**config.mk**
```make
export PLATFORM = sky130hd
export DESIGN_NAME = uart_dma_loader_flat
export DESIGN_NICKNAME = d
export VERILOG_FILES = /design/src/rtl/uart_dma_loader_if.sv /design/src/rtl/uart_dma_loader.sv /design/src/flat_wrapper.sv
export SDC_FILE = /design/constraint.sdc
export NUM_CORES = 1
export LEC_CHECK = 0
export BUFFER_PORTS_ARGS = -buffer_cell sky130_fd_sc_hd__buf_2
export CORE_MARGIN = 5
export CORE_UTILIZATION = 60
export CTS_CLUSTER_SIZE = 14
export DETAILED_ROUTE_END_ITERATION = 10
export PLACE_DENSITY = 0.81
export SETUP_SLACK_MARGIN = 0.1
export SLEW_MARGIN = 20
export SYNTH_ARGS = -nofsm -noshare
export SYNTH_HDL_FRONTEND = slang
export SYNTH_SLANG_ARGS = --single-unit
```
**constraint.sdc**
```tcl
create_clock -name clock -period 13.03 [get_ports clock]
set_input_delay 2.606 -clock clock [delete_from_list [all_inputs] [get_ports clock]]
set_output_delay 2.606 -clock clock [all_outputs]
set_load 0.02 [all_outputs]
```
**src/rtl/uart_dma_loader_if.sv**
```systemverilog
// uart_dma_loader bus: UART rx/tx side plus the
// DMA strobes and data word toward the memory hub.
interface uart_dma_loader_if;
  logic        rx_ready;
  logic [7:0]  rdata;
  logic        tx_busy;
  logic        tx_start;
  logic [7:0]  sdata;
  logic        instr_ready;
  logic        mem_ready;
  logic [31:0] data;
  logic        program_loaded;

  modport master (
    input  rx_ready, rdata, tx_busy,
    output tx_start, sdata, instr_ready,
    output mem_ready, data, program_loaded
  );

  modport slave (
    output rx_ready, rdata, tx_busy,
    input  tx_start, sdata, instr_ready,
    input  mem_ready, data, program_loaded
  );
endinterface

```
**src/rtl/uart_dma_loader.sv**
```systemverilog
// UART boot loader / DMA front end: packs rx bytes
// into LE words. Option: UART_DMA_LOADER_BYTE_PASS_EN.
module uart_dma_loader #(
  parameter logic [7:0]  START_BYTE      = 8'h99,
  parameter logic [7:0]  ACK_BYTE        = 8'hAA,
  parameter int unsigned MAX_INSTR_WORDS = 256
) (
  input logic             clock,
  input logic             reset,
  uart_dma_loader_if.master bus
);

  typedef enum logic [2:0] {
    IDLE, LEN, LOAD, ACK, ACK_WAIT, RUN
  } state_t;

  state_t      state;
  logic [1:0]  idx;
  logic [23:0] lanes;
  logic [31:0] remaining;
  logic [31:0] written;
  logic [31:0] word;
  logic        done;
  logic        pack;

  // byte 4 arrives straight from rdata, lanes 0-2 are held
  assign word = {bus.rdata, lanes};
  assign done = bus.rx_ready && (idx == 2'd3);

`ifdef UART_DMA_LOADER_BYTE_PASS_EN
  assign pack = (state == LEN) || (state == LOAD);
`else
  assign pack = (state == LEN) || (state == LOAD) ||
                (state == RUN);
`endif

  // boot FSM, byte packer and registered strobes
  always_ff @(posedge clock or posedge reset) begin
    if (reset) begin
      state              <= IDLE;
      idx                <= 2'd0;
      lanes              <= 24'd0;
      remaining          <= 32'd0;
      written            <= 32'd0;
      bus.tx_start       <= 1'b0;
      bus.sdata          <= 8'd0;
      bus.instr_ready    <= 1'b0;
      bus.mem_ready      <= 1'b0;
      bus.data           <= 32'd0;
      bus.program_loaded <= 1'b0;
    end else begin
      bus.instr_ready <= 1'b0;
      bus.mem_ready   <= 1'b0;
      bus.tx_start    <= 1'b0;

      if (pack && bus.rx_ready) begin
        idx <= idx + 2'd1;
        unique case (idx)
          2'd0: lanes[7:0]   <= bus.rdata;
          2'd1: lanes[15:8]  <= bus.rdata;
          2'd2: lanes[23:16] <= bus.rdata;
          default: ;
        endcase
      end

      unique case (state)
        IDLE: begin
          if (bus.rx_ready && bus.rdata == START_BYTE) begin
            state <= LEN;
            idx   <= 2'd0;
          end
        end
        LEN: begin
          if (done) begin
            bus.data <= word;
            if (word == 32'd0) begin
              state <= ACK;
            end else begin
              remaining <= word;
              state     <= LOAD;
            end
          end
        end
        LOAD: begin
          if (done) begin
            bus.data  <= word;
            remaining <= remaining - 32'd1;
            if (written < 32'(MAX_INSTR_WORDS)) begin
              bus.instr_ready <= 1'b1;
              written         <= written + 32'd1;
            end
            if (remaining == 32'd1) state <= ACK;
          end
        end
        ACK: begin
          if (!bus.tx_busy) begin
            bus.sdata    <= ACK_BYTE;
            bus.tx_start <= 1'b1;
            state        <= ACK_WAIT;
          end
        end
        ACK_WAIT: begin
          state              <= RUN;
          bus.program_loaded <= 1'b1;
        end
        RUN: begin
`ifdef UART_DMA_LOADER_BYTE_PASS_EN
          if (bus.rx_ready) begin
            bus.data      <= {24'd0, bus.rdata};
            bus.mem_ready <= 1'b1;
          end
`else
          if (done) begin
            bus.data      <= word;
            bus.mem_ready <= 1'b1;
          end
`endif
        end
        default: state <= IDLE;
      endcase
    end
  end

endmodule

```
**src/flat_wrapper.sv**
```systemverilog
// flat-port wrapper written by rule: the top's interface ports become plain ports
module uart_dma_loader_flat 
#(
  parameter logic [7:0]  START_BYTE      = 8'h99,
  parameter logic [7:0]  ACK_BYTE        = 8'hAA,
  parameter int unsigned MAX_INSTR_WORDS = 256
)
  (clock, reset, bus_rx_ready, bus_rdata, bus_tx_busy, bus_tx_start, bus_sdata, bus_instr_ready, bus_mem_ready, bus_data, bus_program_loaded);
  uart_dma_loader_if bus_i ();
  input logic clock;
  input logic reset;
  input wire logic [$bits(bus_i.rx_ready)-1:0] bus_rx_ready;
  input wire logic [$bits(bus_i.rdata)-1:0] bus_rdata;
  input wire logic [$bits(bus_i.tx_busy)-1:0] bus_tx_busy;
  output wire logic [$bits(bus_i.tx_start)-1:0] bus_tx_start;
  output wire logic [$bits(bus_i.sdata)-1:0] bus_sdata;
  output wire logic [$bits(bus_i.instr_ready)-1:0] bus_instr_ready;
  output wire logic [$bits(bus_i.mem_ready)-1:0] bus_mem_ready;
  output wire logic [$bits(bus_i.data)-1:0] bus_data;
  output wire logic [$bits(bus_i.program_loaded)-1:0] bus_program_loaded;
  assign bus_i.rx_ready = bus_rx_ready;
  assign bus_i.rdata = bus_rdata;
  assign bus_i.tx_busy = bus_tx_busy;
  assign bus_tx_start = bus_i.tx_start;
  assign bus_sdata = bus_i.sdata;
  assign bus_instr_ready = bus_i.instr_ready;
  assign bus_mem_ready = bus_i.mem_ready;
  assign bus_data = bus_i.data;
  assign bus_program_loaded = bus_i.program_loaded;
  uart_dma_loader #(.START_BYTE(START_BYTE), .ACK_BYTE(ACK_BYTE), .MAX_INSTR_WORDS(MAX_INSTR_WORDS)) u_core (.clock(clock), .reset(reset), .bus(bus_i));
endmodule
```
[After elaboration in Yosys (flattened, before gate mapping)]
Cells that the tools add are included.
Storage, ports and cells
  register bits: 130
  latch bits: 0
  RAM bits: 0
  ROM bits: 0
  bits of input ports: 12
  output and inout port bits: 44
  word-level logic and storage cells: 74
  memories: 0
Cells by class
  add/subtract/negate cells: 3
  $mul: 0
  divide/modulo/power cells: 0
  $lt $le $gt $ge: 1
  eq/ne operators: 16
  shift operators: 0
  muxes and demuxes: 21
  bitwise gates (word level): 2
  reduce and logical (&&, ||, !) cells: 18
Operators by type and width (number)
  32-bit 2-to-1 mux: 3
  32-bit one-hot mux with 2 select lines: 1
  32-bit by 1-bit adder with 32-bit output, second input constant: 1
  32-bit by 1-bit == test with 1-bit output, second input constant: 1
  32-bit logical NOT: 1
  32-bit by 9-bit less-than comparator with 1-bit output, second input constant: 1
  32-bit by 1-bit subtractor with 32-bit output, second input constant: 1
  3-bit one-hot mux with 6 select lines: 1
  3-bit 2-to-1 mux: 5
  2-bit AND reduction: 5
  8-bit == test, second input constant: 1
  1-bit 2-to-1 mux: 8
  3-bit by 2-bit == test with 1-bit output, second input constant: 2
  3-bit == test, second input constant: 2
  2-bit 2-to-1 mux: 3
  2-bit by 1-bit != test with 1-bit output, second input constant: 3
  2-bit != test, second input constant: 3
  6-bit AND reduction: 1
  2-bit == test, second input constant: 2
  4-bit AND reduction: 1
  3-bit by 1-bit == test with 1-bit output, second input constant: 1
  1-bit logical AND: 3
  3-bit logical NOT: 1
  3-bit AND reduction: 1
  7 further kinds: 9

[Depth between registers and ports, before layout]
Gate-level depths: netlist of run 1.
  word-level depth: 7
  mapped depth: 9
  mapped depth without buffers: 8

[Worst setup path before layout of run 1]
Ideal clock, no wire load.
  kind: input port to flip-flop
  start: input port bus_rdata[1]
  end: register u_core.remaining[0]
  library setup time: 0.126 ns
  data arrival time: 4.281 ns
  data required time: 12.904 ns
  slack: 8.623 ns
  stages on the path: 6
  cells stage by stage: or4_1 > nor4_2 > a2bb2oi_1 > buf_2 > nor3_1 > a311o_1
On the way
  cells in the longest elaborated chain, start to end: 3
Ends and longest elaborated chain
  from (decl): RTL line flat_wrapper.sv:13  | input wire logic [$bits(bus_i.rdata)-1:0] bus_rdata;
  32-bit logical NOT: RTL line uart_dma_loader.sv:76  | if (word == 32'd0) begin
  2-bit != test (no source line)
  4-bit AND reduction (no source line)
  to (signal assigned): RTL line uart_dma_loader.sv:79  | remaining <= word;
  to (signal assigned): RTL line uart_dma_loader.sv:87  | remaining <= remaining - 32'd1;
  to (decl): RTL line uart_dma_loader.sv:20  | logic [31:0] remaining;
No other way between the ends.
A chain may end at the register's enable or synchronous reset.

[Final worst setup path of run 1]
Same ends and word-level chain as after synthesis.

==> results_dict.tcl, run 1 <==
set metrics [dict create \
    outcome "finished clean" \
    clock_path_buffers 2 \
    start_util_pct 60.7 \
    max-vdd-ir-drop_mv 0.143 \
    max_freq_mhz 235 \
    dieArea_um2 11900 \
    wl_per_cell_um 19.9 \
    yosys.area.top_type "dfrtp_1" \
    core_area_um2 9680 \
    syn_area_um2 5880 \
    drc 0 \
    yosysSeqAreaShare_pct 55.3 \
    die_h_um 109 \
    cp.required_ns 13.44 \
    crit_fanout 38 \
    synth.distinct_cells 53 \
    row_count 36 \
    antenna_found_initial 0 \
    cts-root-buf "clkbuf_8" \
    min_period_over_period_pct 32.7 \
    cts_setup_buffers 0 \
    hold_viol_final 0 \
    boundaryPins 56 \
    ctsHoldBuffers 0 \
    finClkSkew_ns 0.00708 \
    gp_congestion 0.889 \
    synth-async-reset-ratio_pct 100 \
    vias 4435 \
    grt-ovfl-total 0 \
    criticalPathCategory "in2reg" \
    diodes 0 \
    wl_mm 14.1 \
    cts_resized 0 \
    tightest_slew_ns 0.917 \
    ant_nets 0 \
    clk_latency_ns 0.53 \
    first_pass_iters 5 \
    final_max_slew_viol_count 0 \
    final_cells 710 \
    post-route-min-period_ns 4.26 \
    area_growth_pct 14.4 \
    setup_tns_ns 0 \
    grt_pass1_vias 4494 \
    ys.flop_type "dfrtp_1" \
    syn_inst 537 \
    setup_viol 0 \
    drtIter0Drc 483 \
    end_kind "register" \
    ys_top_cells_by_area "dfrtp_1 55%, mux2_2 11%, o21ai_0 3.7%" \
    slew_headroom_pct 38.3 \
    die_w_um 109 \
    via_per_inst 6.25 \
    path_clk_slew_ns 0.06 \
    synth_edf_count 0 \
    arrival_ns 4.67 \
    startpoint_type "input port" \
    rsz0062_at_grt "false" \
    post-dp-hpwl_mm 8.83 \
    dp_cells 678 \
    yosysTopAreaCellShare_pct 55.3 \
    synth.avg_cell_area_um2 11.0 \
    grt_max_degree 69 \
    grt_usage_pct 25.7 \
    leakage_nw 3.14 \
    yosys_warnings 0 \
    p_per_area_nw_per_um2 201 \
    max_cap_viol_count 0 \
    htreeDepth 4 \
    cts_buffers 17 \
    ys_ff_latch 130 \
    drive_gt1_share_pct 27.0 \
    io_buffer_count 51 \
    clock_sinks 130 \
    cts_tree "done" \
    fin_nets 583 \
    hp-class "reg2reg" \
    grt_pass1_wl_mm 23.3 \
]
-- cells in the final DEF, fill, tap and decap left out, types with 4 or more instances in the layout --
cell type,count
o2bb2ai_1,10
ha_1,7
a21oi_1,31
nor2_1,40
nand2b_1,4
conb_1,4
buf_4,6
clkinv_2,4
buf_2,51
nor4_1,25
or4_1,6
xnor2_1,6
clkbuf_16,16
inv_1,6
a22oi_1,11
o21ai_0,44
clkinv_4,5
nand2_1,30
nor3_1,14
or3_1,8
nand4_1,9
mux2_2,57
dfrtp_1,130
-- critical path, cell delays in order --
cell	delay, ns
buf_2	0.13
or4_1	0.59
nor4_2	0.42
a2bb2oi_2	0.17
buf_4	0.32
nor3_1	0.09
a311o_1	0.33
-- logic make-up after synthesis --
| kind of cell | Yosys count | synth area share, % |
|---|---|---|
| other | 1 | 0.0638 |
| buffers and inverters | 59 | 4.30 |
| XOR/XNOR | 8 | 1.19 |
| flip-flops | 130 | 55.3 |
| adder cells (fa/ha/maj) | 7 | 1.49 |
| AND/OR/NAND/NOR | 157 | 14.4 |
| multiplexers | 57 | 10.9 |
| AO/OA/AOI/OAI | 118 | 12.4 |
-- per-stage QoR --
stage / cell area, µm² / utilization (%) / total power [mW] / setup WS (ns) / hold slack, ns
2_1_floorplan: 5890 / - / 0.771 / 6.95 / 0.435
3_3_place_gp: 6150 / 63.5 / 0.877 / 8.28 / 0.389
3_5_place_dp: 6150 / 63.5 / 0.892 / 8.24 / 0.392
4_1_cts: 6730 / 69.4 / 1.36 / 8.79 / 0.406
5_1_grt: 6730 / 69.4 / 1.41 / 8.69 / 0.410
6_report: 6730 / 69.4 / 1.35 / 8.77 / 0.404
-- sequential cells by signal, summed over array words and instances (netlist names) --
signal and cells:
u_core.bus.data 32, u_core.remaining 32, u_core.written 32, u_core.lanes 24
u_core.state 3, u_core.idx 2, u_core.bus.instr_ready 1, u_core.bus.mem_ready 1
u_core.bus.program_loaded 1, u_core.bus.sdata 1, u_core.bus.tx_start 1
-- path summary, 6_finish.rpt --
kind / start / endpoint / slack (ns) / depth (start not counted)
hold / removal: u_core.written[19] / u_core.written[19] / 0.40 / 0
setup reg to reg: u_core.remaining[1] / u_core.remaining[14] / 10.43 / 7
setup / recovery: bus_rdata[1] / u_core.remaining[0] / 8.77 / 7
min in group asynchronous: reset / u_core.bus.program_loaded / 2.21 / 2
max in group asynchronous: reset / u_core.bus.data[12] / 9.51 / 3
hold reg to reg: u_core.written[19] / u_core.written[19] / 0.40 / 0
-- where the power goes --
group          internal (mW)  total, mW  switching [mW]
clock network          0.283      0.463           0.180
logic                  0.140      0.303           0.163
registers              0.495      0.589          0.0941
total                  0.918       1.35           0.437
-- layout make-up --
class                   instances  area (µm²)
clock buffers                  20         445
clock inverters                12         133
fillers                       679        2960
inverters                       7        28.8
multi-input cells             351        2400
flip-flops and latches        130        3250
well taps                     133         166
repair buffers                 57         300
-- synthesized netlist by cell type, types with 8 or more instances --
cell / n
o21ai_0: 44
nor2_1: 40
dfrtp_1: 130
clkbuf_1: 38
nand2_1: 30
or3_1: 8
a22oi_1: 11
nand4_1: 9
a21oi_1: 31
o2bb2ai_1: 10
nor4_1: 25
nor3_1: 14
mux2_2: 57
-- layer usage --
layer | share of wire [%] | track usage, %
met1 | 42 | 34.9
met2 | 48 | 39.9
met3 | 8.2 | 7.16
met4 | 2.2 | 9.29
met5 | 0 | 0
(Power assumes the default switching activity.)
==> run 2, diff against run 1 <==
--- a/config.mk
+++ b/config.mk
@@ -7,10 +7,10 @@
 export LEC_CHECK = 0
 export BUFFER_PORTS_ARGS = -buffer_cell sky130_fd_sc_hd__buf_2
 export CORE_MARGIN = 5
-export CORE_UTILIZATION = 60
+export CORE_UTILIZATION = 59
 export CTS_CLUSTER_SIZE = 14
 export DETAILED_ROUTE_END_ITERATION = 10
-export PLACE_DENSITY = 0.81
+export PLACE_DENSITY = 0.79
 export SETUP_SLACK_MARGIN = 0.1
 export SLEW_MARGIN = 20
 export SYNTH_ARGS = -nofsm -noshare
==> constraint.sdc (replaced) <==
create_clock -name clock -period 4.5 [get_ports clock]
set_input_delay 0.9 -clock clock [delete_from_list [all_inputs] [get_ports clock]]
set_output_delay 0.9 -clock clock [all_outputs]
set_load 0.02 [all_outputs]
==> run 2 against run 1 <==
Effect of this change: critical path depth stayed put; cell area up 1.1%; die area up 1.5%.
==> results_dict.tcl, run 2 (synthesized netlist as in run 1, its figures left out) <==
set metrics [dict create \
    rsz0062_at_grt "false" \
    gp_congestion 0.859 \
    boundaryPins 56 \
    min_period_over_period_pct 57.9 \
    setup_tns_ns 0 \
    drc 0 \
    die_w_um 110 \
    antenna_found_initial 0 \
    final.setup.worst_slack_ns 1.90 \
    startpoint_type "register" \
    grt-ovfl-total 0 \
    diodes 0 \
    wl_per_cell_um 19.7 \
    cts_tree "done" \
    max_cap_viol_count 0 \
    ant_nets 0 \
    hp-class "reg2reg" \
    cts-root-buf "clkbuf_8" \
    grt_max_degree 73 \
    area_growth_pct 15.6 \
    final_common_cell "dfrtp_1" \
    fin_hold_ws_ns 0.403 \
    max_freq_mhz 384 \
    crit_fanout 10 \
    grt_pass1_vias 4407 \
    wl_mm 14.0 \
    largestRegisters "u_core.bus.data: 32 flops, u_core.remaining: 32 flops, u_core.written: 32 flops" \
    io_buffer_count 51 \
    cts_buffers 17 \
    arrival_ns 2.98 \
    p_per_area_nw_per_um2 601 \
    outcome "finished clean" \
    row_count 36 \
    via_per_inst 6.17 \
    path_clk_slew_ns 0.06 \
    start_util_pct 60.4 \
    end_kind "register" \
    cts_setup_buffers 0 \
    hold_viol_final 0 \
    finClkSkew_ns 0.00787 \
    dieArea_um2 12100 \
    setup_viol 0 \
    first_pass_iters 5 \
    cp.required_ns 4.88 \
    drtIter0Drc 431 \
    fin_nets 583 \
    die_h_um 110 \
    final_cell_mix "130 x dfrtp_1, 57 x mux2_2, 51 x buf_2, 44 x o21ai_0, 40 x nor2_1" \
    tightest_slew_ns 0.937 \
    post-route-min-period_ns 2.60 \
    vias 4377 \
    post-dp-hpwl_mm 8.89 \
    final_max_slew_viol_count 0 \
    htreeDepth 4 \
    drive_gt1_share_pct 26.9 \
    core_area_um2 9730 \
    clock_path_buffers 2 \
    grt_usage_pct 25.2 \
    cts_resized 0 \
    leakage_nw 3.16 \
    post-place-ws_ns 1.41 \
    max-vdd-ir-drop_mv 0.412 \
    clock_sinks 130 \
    ctsHoldBuffers 0 \
    slew_headroom_pct 37.0 \
    grt_pass1_wl_mm 22.9 \
    criticalPathCategory "reg2reg" \
    clk_latency_ns 0.52 \
    fillers 712 \
]
[run 2: per-layer routing]
metal | up-vias | GRT usage, % | share of wire [%]
met1 | 2152 | 36.1 | 44
met4 | 0 | 11.1 | 2.6
li1 | 1993 | - | -
met5 | - | 0 | 0
met2 | 202 | 37.2 | 47
met3 | 30 | 5.46 | 7.0
[run 2: path summary, 6_finish.rpt]
kind	to	from	cells after the start	slack (ns)
worst max register to register	u_core.remaining[14]	u_core.remaining[0]	7	1.90
min in group asynchronous	u_core.written[24]	reset	2	0.57
worst min register to register	u_core.written[31]	u_core.written[31]	0	0.40
worst min-delay path	u_core.written[31]	u_core.written[31]	0	0.40
max in group asynchronous	u_core.lanes[23]	reset	3	3.10
worst max-delay path	u_core.remaining[14]	u_core.remaining[0]	7	1.90
[run 2: cell type report]
cell class,instances,area (µm²),share of cell area [%]
inverters,7,28.8,0.423
repair buffers,57,313,4.60
multi-input cells,351,2400,35.3
clock buffers,21,459,6.75
well taps,133,166,2.45
clock inverters,10,180,2.65
flip-flops and latches,130,3250,47.8
[run 2: critical path: stages (launching register included)]
cell and delay, ns:
dfrtp_1 0.45, inv_1 0.11, ha_1 0.18, or3b_2 0.53, or3_1 0.54, or3_1 0.42
o22ai_1 0.15, a21oi_1 0.09
[run 2: through the flow]
step	area, µm²	utilization, %	power, mW	std cells
2_1_floorplan	5890	-	2.23	540
3_3_place_gp	6160	63.3	2.55	678
3_5_place_dp	6160	63.3	2.59	678
4_1_cts	6800	69.9	4.10	709
5_1_grt	6800	69.9	4.26	709
6_report	6800	69.9	4.08	709
[run 2: power breakdown]
| group | internal, mW | switching, mW |
|---|---|---|
| logic | 0.407 | 0.476 |
| clock network | 0.994 | 0.492 |
| registers | 1.43 | 0.282 |
